**src/rtl/cadence_pkg.sv**
```systemverilog
// Shared constants, counter-width helper and cadence arithmetic for the pedal-cadence front end.
// The CAD_SMOOTH_EN build option in cadence_meas selects cad_smooth instead of the raw window count.
package cadence_pkg;

    localparam int CAD_W   = 5;
    localparam int CAD_MAX = 31;
    localparam logic [CAD_W-1:0] CAD_MAX_V = 5'(CAD_MAX);

    localparam int FILT_CYC_DEF  = 512;
    localparam int WIN_CYC_DEF   = 4194304;
    localparam int STALL_CYC_DEF = 16777216;

    function automatic int cnt_w(input int n);
        return (n > 1) ? $clog2(n) : 1;
    endfunction

    localparam int FILT_W_DEF  = cnt_w(FILT_CYC_DEF);
    localparam int WIN_W_DEF   = cnt_w(WIN_CYC_DEF);
    localparam int STALL_W_DEF = cnt_w(STALL_CYC_DEF + 1);

    function automatic logic [CAD_W-1:0] cad_sat(input logic [CAD_W:0] v);
        return (v > {1'b0, CAD_MAX_V}) ? CAD_MAX_V : v[CAD_W-1:0];
    endfunction

    // Weighted 3:1 running average, rounded; 7 bits hold 3*31+31+2 without overflow.
    function automatic logic [CAD_W-1:0] cad_smooth(input logic [CAD_W-1:0] prev,
                                                    input logic [CAD_W-1:0] nw);
        logic [6:0] acc;
        acc = ({2'b00, prev} * 7'd3) + {2'b00, nw} + 7'd2;
        return acc[6:2];
    endfunction

endpackage

```
**src/rtl/cad_sync_filt.sv**
```systemverilog
// Two-flop synchronizer and debounce filter for the raw pedal-magnet input.
// filt follows the synchronized input only after it has differed for FILT_CYC consecutive cycles.
module cad_sync_filt
    import cadence_pkg::*;
#(
    parameter int FILT_CYC = FILT_CYC_DEF
) (
    input  logic clk,
    input  logic rst,
    input  logic raw,
    output logic filt
);

    localparam int FW = cnt_w(FILT_CYC);
    localparam logic [FW-1:0] FILT_LAST = FW'(FILT_CYC - 1);

    logic          sync1_q, sync1_d;
    logic          sync_q, sync_d;
    logic          filt_q, filt_d;
    logic [FW-1:0] filt_cnt_q, filt_cnt_d;

    always_comb begin
        sync1_d    = raw;
        sync_d     = sync1_q;
        filt_d     = filt_q;
        filt_cnt_d = '0;
        if (sync_q != filt_q) begin
            if (filt_cnt_q == FILT_LAST) begin
                filt_d = sync_q;
            end else begin
                filt_cnt_d = filt_cnt_q + 1'b1;
            end
        end
    end

    always_ff @(posedge clk or posedge rst) begin
        if (rst) begin
            sync1_q    <= 1'b0;
            sync_q     <= 1'b0;
            filt_q     <= 1'b0;
            filt_cnt_q <= '0;
        end else begin
            sync1_q    <= sync1_d;
            sync_q     <= sync_d;
            filt_q     <= filt_d;
            filt_cnt_q <= filt_cnt_d;
        end
    end

    assign filt = filt_q;

endmodule

```
**src/rtl/cadence_meas.sv**
```systemverilog
// Pedal-cadence front end: filtered rising edges counted per window, plus a stall detector.
// Define CAD_SMOOTH_EN to low-pass the cadence output across windows instead of reporting raw counts.
module cadence_meas
    import cadence_pkg::*;
#(
    parameter int FILT_CYC  = FILT_CYC_DEF,
    parameter int WIN_CYC   = WIN_CYC_DEF,
    parameter int STALL_CYC = STALL_CYC_DEF
) (
    input  logic             clk,
    input  logic             rst,
    input  logic             cadence_raw,
    output logic [CAD_W-1:0] cadence,
    output logic             cadence_vld,
    output logic             not_pedaling
);

    localparam int WW = cnt_w(WIN_CYC);
    localparam int SW = cnt_w(STALL_CYC + 1);
    localparam logic [WW-1:0] WIN_LAST  = WW'(WIN_CYC - 1);
    localparam logic [SW-1:0] STALL_MAX = SW'(STALL_CYC);

    logic             cad_filt;
    logic             cad_filt_q, cad_filt_d;
    logic             rise;
    logic             win_end;
    logic [CAD_W:0]   edge_sum;
    logic [CAD_W-1:0] new_cad;

    logic [WW-1:0]    win_cnt_q, win_cnt_d;
    logic [CAD_W-1:0] edge_cnt_q, edge_cnt_d;
    logic [CAD_W-1:0] cadence_q, cadence_d;
    logic             cadence_vld_q, cadence_vld_d;
    logic [SW-1:0]    stall_cnt_q, stall_cnt_d;
    logic             not_pedaling_q, not_pedaling_d;

    cad_sync_filt #(
        .FILT_CYC(FILT_CYC)
    ) u_sync_filt (
        .clk (clk),
        .rst (rst),
        .raw (cadence_raw),
        .filt(cad_filt)
    );

    always_comb begin
        cad_filt_d = cad_filt;
        rise       = cad_filt & ~cad_filt_q;
        win_end    = (win_cnt_q == WIN_LAST);
        win_cnt_d  = win_end ? '0 : win_cnt_q + 1'b1;

        // A rise on the terminal cycle still belongs to the closing window.
        edge_sum   = {1'b0, edge_cnt_q} + {{CAD_W{1'b0}}, rise};
        new_cad    = cad_sat(edge_sum);
        edge_cnt_d = win_end ? '0 : new_cad;

        cadence_d     = cadence_q;
        cadence_vld_d = win_end;
        if (win_end) begin
`ifdef CAD_SMOOTH_EN
            cadence_d = cad_smooth(cadence_q, new_cad);
`else
            cadence_d = new_cad;
`endif
        end

        stall_cnt_d = stall_cnt_q;
        if (rise) begin
            stall_cnt_d = '0;
        end else if (stall_cnt_q != STALL_MAX) begin
            stall_cnt_d = stall_cnt_q + 1'b1;
        end

        // Rise has priority over a simultaneous stall threshold.
        not_pedaling_d = not_pedaling_q;
        if (rise) begin
            not_pedaling_d = 1'b0;
        end else if (stall_cnt_d == STALL_MAX) begin
            not_pedaling_d = 1'b1;
        end
    end

    always_ff @(posedge clk or posedge rst) begin
        if (rst) begin
            cad_filt_q     <= 1'b0;
            win_cnt_q      <= '0;
            edge_cnt_q     <= '0;
            cadence_q      <= '0;
            cadence_vld_q  <= 1'b0;
            stall_cnt_q    <= STALL_MAX;
            not_pedaling_q <= 1'b1;
        end else begin
            cad_filt_q     <= cad_filt_d;
            win_cnt_q      <= win_cnt_d;
            edge_cnt_q     <= edge_cnt_d;
            cadence_q      <= cadence_d;
            cadence_vld_q  <= cadence_vld_d;
            stall_cnt_q    <= stall_cnt_d;
            not_pedaling_q <= not_pedaling_d;
        end
    end

    assign cadence      = cadence_q;
    assign cadence_vld  = cadence_vld_q;
    assign not_pedaling = not_pedaling_q;

endmodule

```
**config.mk**
```make
export PLATFORM = sky130hd
export DESIGN_NAME = cadence_meas
export DESIGN_NICKNAME = d
export VERILOG_FILES = /design/src/rtl/cadence_pkg.sv /design/src/rtl/cad_sync_filt.sv /design/src/rtl/cadence_meas.sv
export SDC_FILE = /design/constraint.sdc
export NUM_CORES = 1
export LEC_CHECK = 0
export CAP_MARGIN = 20
export CORE_UTILIZATION = 45
export CTS_CLUSTER_SIZE = 10
export DETAILED_ROUTE_END_ITERATION = 8
export PLACE_DENSITY_LB_ADDON = 0.12
export SLEW_MARGIN = 30
export SYNTH_ARGS = -nofsm -noshare
export SYNTH_HDL_FRONTEND = slang
export SYNTH_SLANG_ARGS = --single-unit
```
**constraint.sdc**
```tcl
create_clock -name clk -period 4.45 [get_ports clk]
set_input_delay 0.89 -clock clk [delete_from_list [all_inputs] [get_ports clk]]
set_output_delay 0.89 -clock clk [all_outputs]
set_load 0.05 [all_outputs]
```
==> results of run 1 <==
per-layer routing:
metal | wire length, microns | track usage (%)
met3 | 182 | 4.80
met2 | 3290 | 28.7
met5 | 0 | 0
met1 | 3220 | 23.2
met4 | 76 | 6.08
stage by stage:
step | instance area, sq um | power (mW)
finish | 3910 | 1.18
global placement | 3710 | 0.694
detailed placement | 3710 | 0.694
CTS | 3900 | 1.20
floorplan | 3550 | 0.686
global route | 3910 | 1.23
synthesized netlist by cell type (2+ instances only):
cell and instances:
dfrtp_1 70, nor2_1 50, nand2_1 26, xnor2_1 25, nand3_1 19, xor2_1 14
a21oi_1 12, inv_1 12, and3_1 11, nor4_1 11, clkbuf_1 10, nand4_1 10
or3_1 10, ha_1 7, mux2i_1 7, o21ai_0 7, nand2b_1 6, nor3_1 5
o31ai_1 5, and4_1 2, dfstp_2 2, nand3b_1 2, nor2b_1 2, nor4b_1 2
o21a_1 2, o31a_1 2, or3_4 2, or4_1 2
registers in the layout, summed over array words and instances (netlist names), 5 cells and up:
register	cells
stall_cnt_q	25
win_cnt_q	22
u_sync_filt.filt_cnt_q	9
cadence	5
edge_cnt_q	5
how the worst max path moves through the flow:
| stage | start | cells after the start | to |
|---|---|---|---|
| final | win_cnt_q[0] | 6 | cadence[3] |
| after global placement | win_cnt_q[0] | 6 | cadence[3] |
| after detailed placement | win_cnt_q[0] | 6 | cadence[3] |
| after global routing | win_cnt_q[0] | 7 | cadence[4] |
| after floorplan | rst | 1 | cad_filt_q |
| after CTS | win_cnt_q[0] | 6 | cadence[3] |
worst register-to-register path: cells and delay by family, from the launching register on:
| kind | cells | cell delay (ns) |
|---|---|---|
| adders and majority gates | 1 | 0.19 |
| DFF | 1 | 0.38 |
| muxes | 1 | 0.28 |
| and+or+nand+nor | 4 | 1.74 |
cell usage in the layout (no fill, tap or decap), drive strengths merged, types with 7 or more instances in the layout:
| cell | instances |
|---|---|
| nor2 | 50 |
| and3 | 11 |
| nand2 | 26 |
| xor2 | 14 |
| clkbuf | 11 |
| a21oi | 13 |
| ha | 7 |
| clkdlybuf4s50 | 9 |
| dfrtp | 70 |
| nand3 | 19 |
| inv | 11 |
| o21ai | 7 |
| or3 | 12 |
| nand4 | 12 |
| nor4 | 11 |
| xnor2 | 25 |
| mux2i | 7 |
layout make-up:
type / instances / area [sq um] / area share (%)
multi-input cells: 257 / 1630 / 41.7
clock inverters: 5 / 57.6 / 1.47
flip-flops and latches: 72 / 1800 / 46.2
inverters: 13 / 50.0 / 1.28
well taps: 102 / 128 / 3.27
clock buffers: 11 / 131 / 3.36
repair buffers: 11 / 105 / 2.69
logic make-up after synthesis:
group / after synthesis / share of synthesized area (%)
simple gates: 166 / 24.6
flops: 72 / 50.8
xor+xnor: 39 / 9.62
compound gates: 37 / 6.94
buf+inv: 26 / 3.28
mux: 8 / 2.29
fa+ha+maj: 7 / 2.47
power by group:
group	internal (mW)	switching, mW
logic	0.00509	0.0160
registers	0.657	0.00180
clock network	0.260	0.240
==> flow_summary.toml, run 1 <==
[run_status]
status = "finished clean"

[global_routing]
grt_pass1_wl_microns = 11500
grt_pass1_vias = 2464
grtUsageTotal_pct = 17.8
antenna_found_initial = 0
grt_max_degree = 44
globalRouteOverflowTotal = 0

[place]
io_buffers = 9
dp_cells = 455
gp_congestion = 0.801
dp_slack_ns = 1.77
dp_hpwl_microns = 4590

[logic_synthesis]
synth_area_leaders = "dfrtp_1 (49%), xnor2_1 (6.2%), nor2_1 (5.3%)"
synth.cell_area_sq_um = 3550
avgSynthCellArea_sq_um = 10.0
synth-warning-count = 0
ys_ff_latch = 72
synth-async-reset-ratio_pct = 100
ys_seq_area_share_pct = 50.8
synth_top_area_share_pct = 49.3
synth_fp_nets = 365
yosysTopAreaCell = "dfrtp_1"
synth-edff-count = 0
ys.flop_type = "dfrtp_1"
synthDistinctLibCells = 48
syn_inst = 355

[job]
maxCapViolations = 0

[setup_path]
crit_path_start_kind = "flip-flop"
r2r_cells = 6
r2r_setup_slack_ns = 1.78
cp_data_arrival_time_ns = 2.93
endpoint_kind = "flip-flop"
crit_slowest_cell = "and3_1"
cpPeakStageDelay_ns = 0.84
path_cells = "ha_1 > and3_1 > nand4_1 > nor3_1 > and3_1 > mux2i_1"
critPathKind = "reg2reg"
crit_family = "simple AND/OR/NAND/NOR gates"
cpMostUsedCell = "and3_1"
critical_path_buf_inv_count = 0
r2r_start = "win_cnt_q[0]"
r2r-end = "cadence[3]"
crit_fanout = 26
cp_data_required_time_ns = 4.71

[sta]
rsz0062_at_grt = "no"
fmax_ghz = 0.374
finalCritPeriodShare_pct = 60.1
hold_viol = 0
fin_crit_ns = 2.67
setup_viol = 0
finalMaxSlewViolations = 0
worstMarginPinSlew_ns = 0.886
maxSlewHeadroom_pct = 41.0
holdWs_ns = 0.364
fin_ws_ns = 1.78
totalNegativeSetupSlack_ns = 0
skew_ns = 0.0101

[routing]
drc = 0
wire_per_inst_microns = 14.4
vias = 2542
drt_iter0_drc = 100
first_pass_iters = 4
wl_microns = 6760
via_per_inst = 5.40
detail-route-antenna-nets = 0

[power_and_ir_drop]
leakagePower_nw = 1.76
p_per_area_nw_per_um2 = 302
ir_drop_v = 0.000190

[clock_tree]
hold_buffers = 0
htreeDepth = 3
clkTransAtPathRegs_ns = 0.08
cts_resized = 0
cts-root-buf = "clkbuf_8"
clockBufferDepth = 2
postCtsSetupBuffers = 0
clock_latency_ns = 0.34
clock_sinks = 72
cts_tree = "yes"
numCtsBuffers = 9

[final_layout]
insertedDiodeCount = 0
fillers = 723
drive_gt1_share_pct = 7.86
postLayoutCoreUtil_pct = 50.8
syn_to_final_growth_pct = 10.0
final_nets = 374
final_cells = 471

[floorplanning]
num_rows = 32
fp.dieW_microns = 90.8
dieHeight_microns = 90.8
die_area_sq_um = 8250
boundaryPins = 10
coreArea_sq_um = 7690
initial_core_util_pct = 46.2

[min_path]
min_path_type = "reg2reg"
min_from = "u_sync_filt.sync1_q"
hold_depth = 0
hold_end = "u_sync_filt.sync_q"
(Power assumes the default switching activity.)
==> run 2, diff against run 1 <==
==> constraint.sdc (replaced) <==
create_clock -name clk -period 2.7 [get_ports clk]
set_input_delay 0.54 -clock clk [delete_from_list [all_inputs] [get_ports clk]]
set_output_delay 0.54 -clock clk [all_outputs]
set_load 0.05 [all_outputs]
==> run 2 against run 1 <==
Via count down 0.71%. Sequential share of layout area decreased by 0.58 points. Count of clock-buffer cells in the layout is 1 lower. Critical path depth is 1 higher. Critical path type unchanged. Clock power rose by 58%. Global-route usage about the same. Largest cell class unchanged. Die area did not move. Critical endpoint is now not_pedaling.
==> flow_summary.toml, run 2 (synthesis gave the netlist of run 1 again) <==
[run_status]
status = "finished clean"

[final_layout]
drive_gt1_share_pct = 9.36
final_nets = 381
reg.largest.list = "stall_cnt_q (25), win_cnt_q (22), u_sync_filt.filt_cnt_q (9)"
final_cell_mix = "dfrtp_1 (70), nor2_1 (50), nand2_1 (26)"
stdcell_area_sq_um = 3960
largest_reg_flops = 25
syn_to_final_growth_pct = 11.4
top_register = "stall_cnt_q"
insertedDiodeCount = 0
postLayoutCoreUtil_pct = 51.4
mostFrequentLayoutCell = "dfrtp_1"

[global_routing]
grt_pass1_wl_microns = 11600
antenna_found_initial = 0
globalRouteOverflowTotal = 0
grt_pass1_vias = 2475
grt_max_degree = 31
grtUsageTotal_pct = 17.8

[clock_tree]
postCtsSetupBuffers = 0
hold_buffers = 0
cts_tree = "yes"
clockBufferDepth = 2
cts-root-buf = "clkbuf_8"
numCtsBuffers = 9
htreeDepth = 3
clock_sinks = 72
clock_latency_ns = 0.34
cts_resized = 0
clkTransAtPathRegs_ns = 0.07

[min_path]
hold_depth = 0
min_path_type = "reg2reg"
min_from = "u_sync_filt.sync1_q"
hold_end = "u_sync_filt.sync_q"

[sta]
fin_crit_ns = 2.46
totalNegativeSetupSlack_ns = 0
rsz0062_at_grt = "no"
holdWs_ns = 0.350
worstMarginPinSlew_ns = 0.545
maxSlewHeadroom_pct = 63.5
hold_viol = 0
finalMaxSlewViolations = 0
fmax_ghz = 0.406
skew_ns = 0.0101
setup_viol = 0
finalCritPeriodShare_pct = 91.1

[job]
maxCapViolations = 0

[floorplanning]
coreArea_sq_um = 7690
num_rows = 32
dieHeight_microns = 90.8
die_area_sq_um = 8250
initial_core_util_pct = 46.2
boundaryPins = 10
fp.dieW_microns = 90.8

[setup_path]
crit_fanout = 7
cp_data_required_time_ns = 2.95
r2r_start = "stall_cnt_q[0]"
r2r_setup_slack_ns = 0.24
r2r-end = "not_pedaling"
crit_path_start_kind = "flip-flop"
r2r_cells = 7
critPathKind = "reg2reg"
cp_data_arrival_time_ns = 2.71
endpoint_kind = "flip-flop"

[place]
dpl_cell_area_sq_um = 3780
dp_hpwl_microns = 4640
io_buffers = 9
gp_congestion = 0.830

[routing]
wl_microns = 6530
drc = 0
via_per_inst = 5.30
drt_iter0_drc = 148
vias = 2524
detail-route-antenna-nets = 0
first_pass_iters = 4
wire_per_inst_microns = 13.7

[power_and_ir_drop]
ir_drop_v = 0.000299
p_per_area_nw_per_um2 = 484
leakagePower_nw = 1.79
## run 2: changes by cell type in the layout (fill, tap and decap cells not counted), sizes merged
cell	delta
buf	+7
clkinv	-3
clkbuf	-1
clkinvlp	+1
inv	+1
## run 2: worst max-delay path by stage
stage,start,endpoint,slack [ns],cells after the start
after floorplan,rst,cad_filt_q,0.34,1
after global routing,stall_cnt_q[0],not_pedaling,0.03,7
after global placement,stall_cnt_q[0],not_pedaling,0.33,7
final,stall_cnt_q[0],not_pedaling,0.24,7
after CTS,stall_cnt_q[0],not_pedaling,0.23,7
after detailed placement,stall_cnt_q[0],not_pedaling,0.26,7
## run 2: through the flow
step,worst slack [ns],cells,total power [mW]
3_5_place_dp,0.261,462,1.15
2_1_floorplan,0.338,355,1.13
6_report,0.240,476,1.91
3_3_place_gp,0.327,462,1.15
4_1_cts,0.230,476,1.95
5_1_grt,0.0325,476,2.00
## run 2: worst max-delay path, stage by stage (launching register included)
cell and delay [ns]:
dfrtp_1 0.50, ha_1 0.25, nand3_1 0.18, or3_4 0.40, or4_4 0.49, a21oi_2 0.18, nand4_1 0.13, o31ai_2 0.25
## run 2: final cells by class
cell class                      count  area [sq um]
Clock buffer                       10           128
Tap cell                          102           128
Clock inverter                      4          47.5
Multi-Input combinational cell    257          1630
Timing Repair Buffer               18           170
Sequential cell                    72          1800
Inverter                           13          48.8
Fill cell                         735          3730
## run 2: report_power, final
group          internal, mW  leakage (nW)  total (mW)  switching, mW
registers              1.08         0.963        1.09        0.00282
clock network         0.414        0.0880       0.790          0.376
logic                0.0113         0.737      0.0379         0.0267
total                  1.51          1.79        1.91          0.406
## run 2: layer usage
| layer | vias up | part of all wire (%) | track usage (%) |
|---|---|---|---|
| met2 | 42 | 47 | 27.7 |
| met3 | 2 | 4.1 | 5.47 |
| met5 | - | 0 | 0 |
| met4 | 0 | 0.46 | 4.76 |
| met1 | 1216 | 49 | 24.1 |
| li1 | 1264 | - | - |
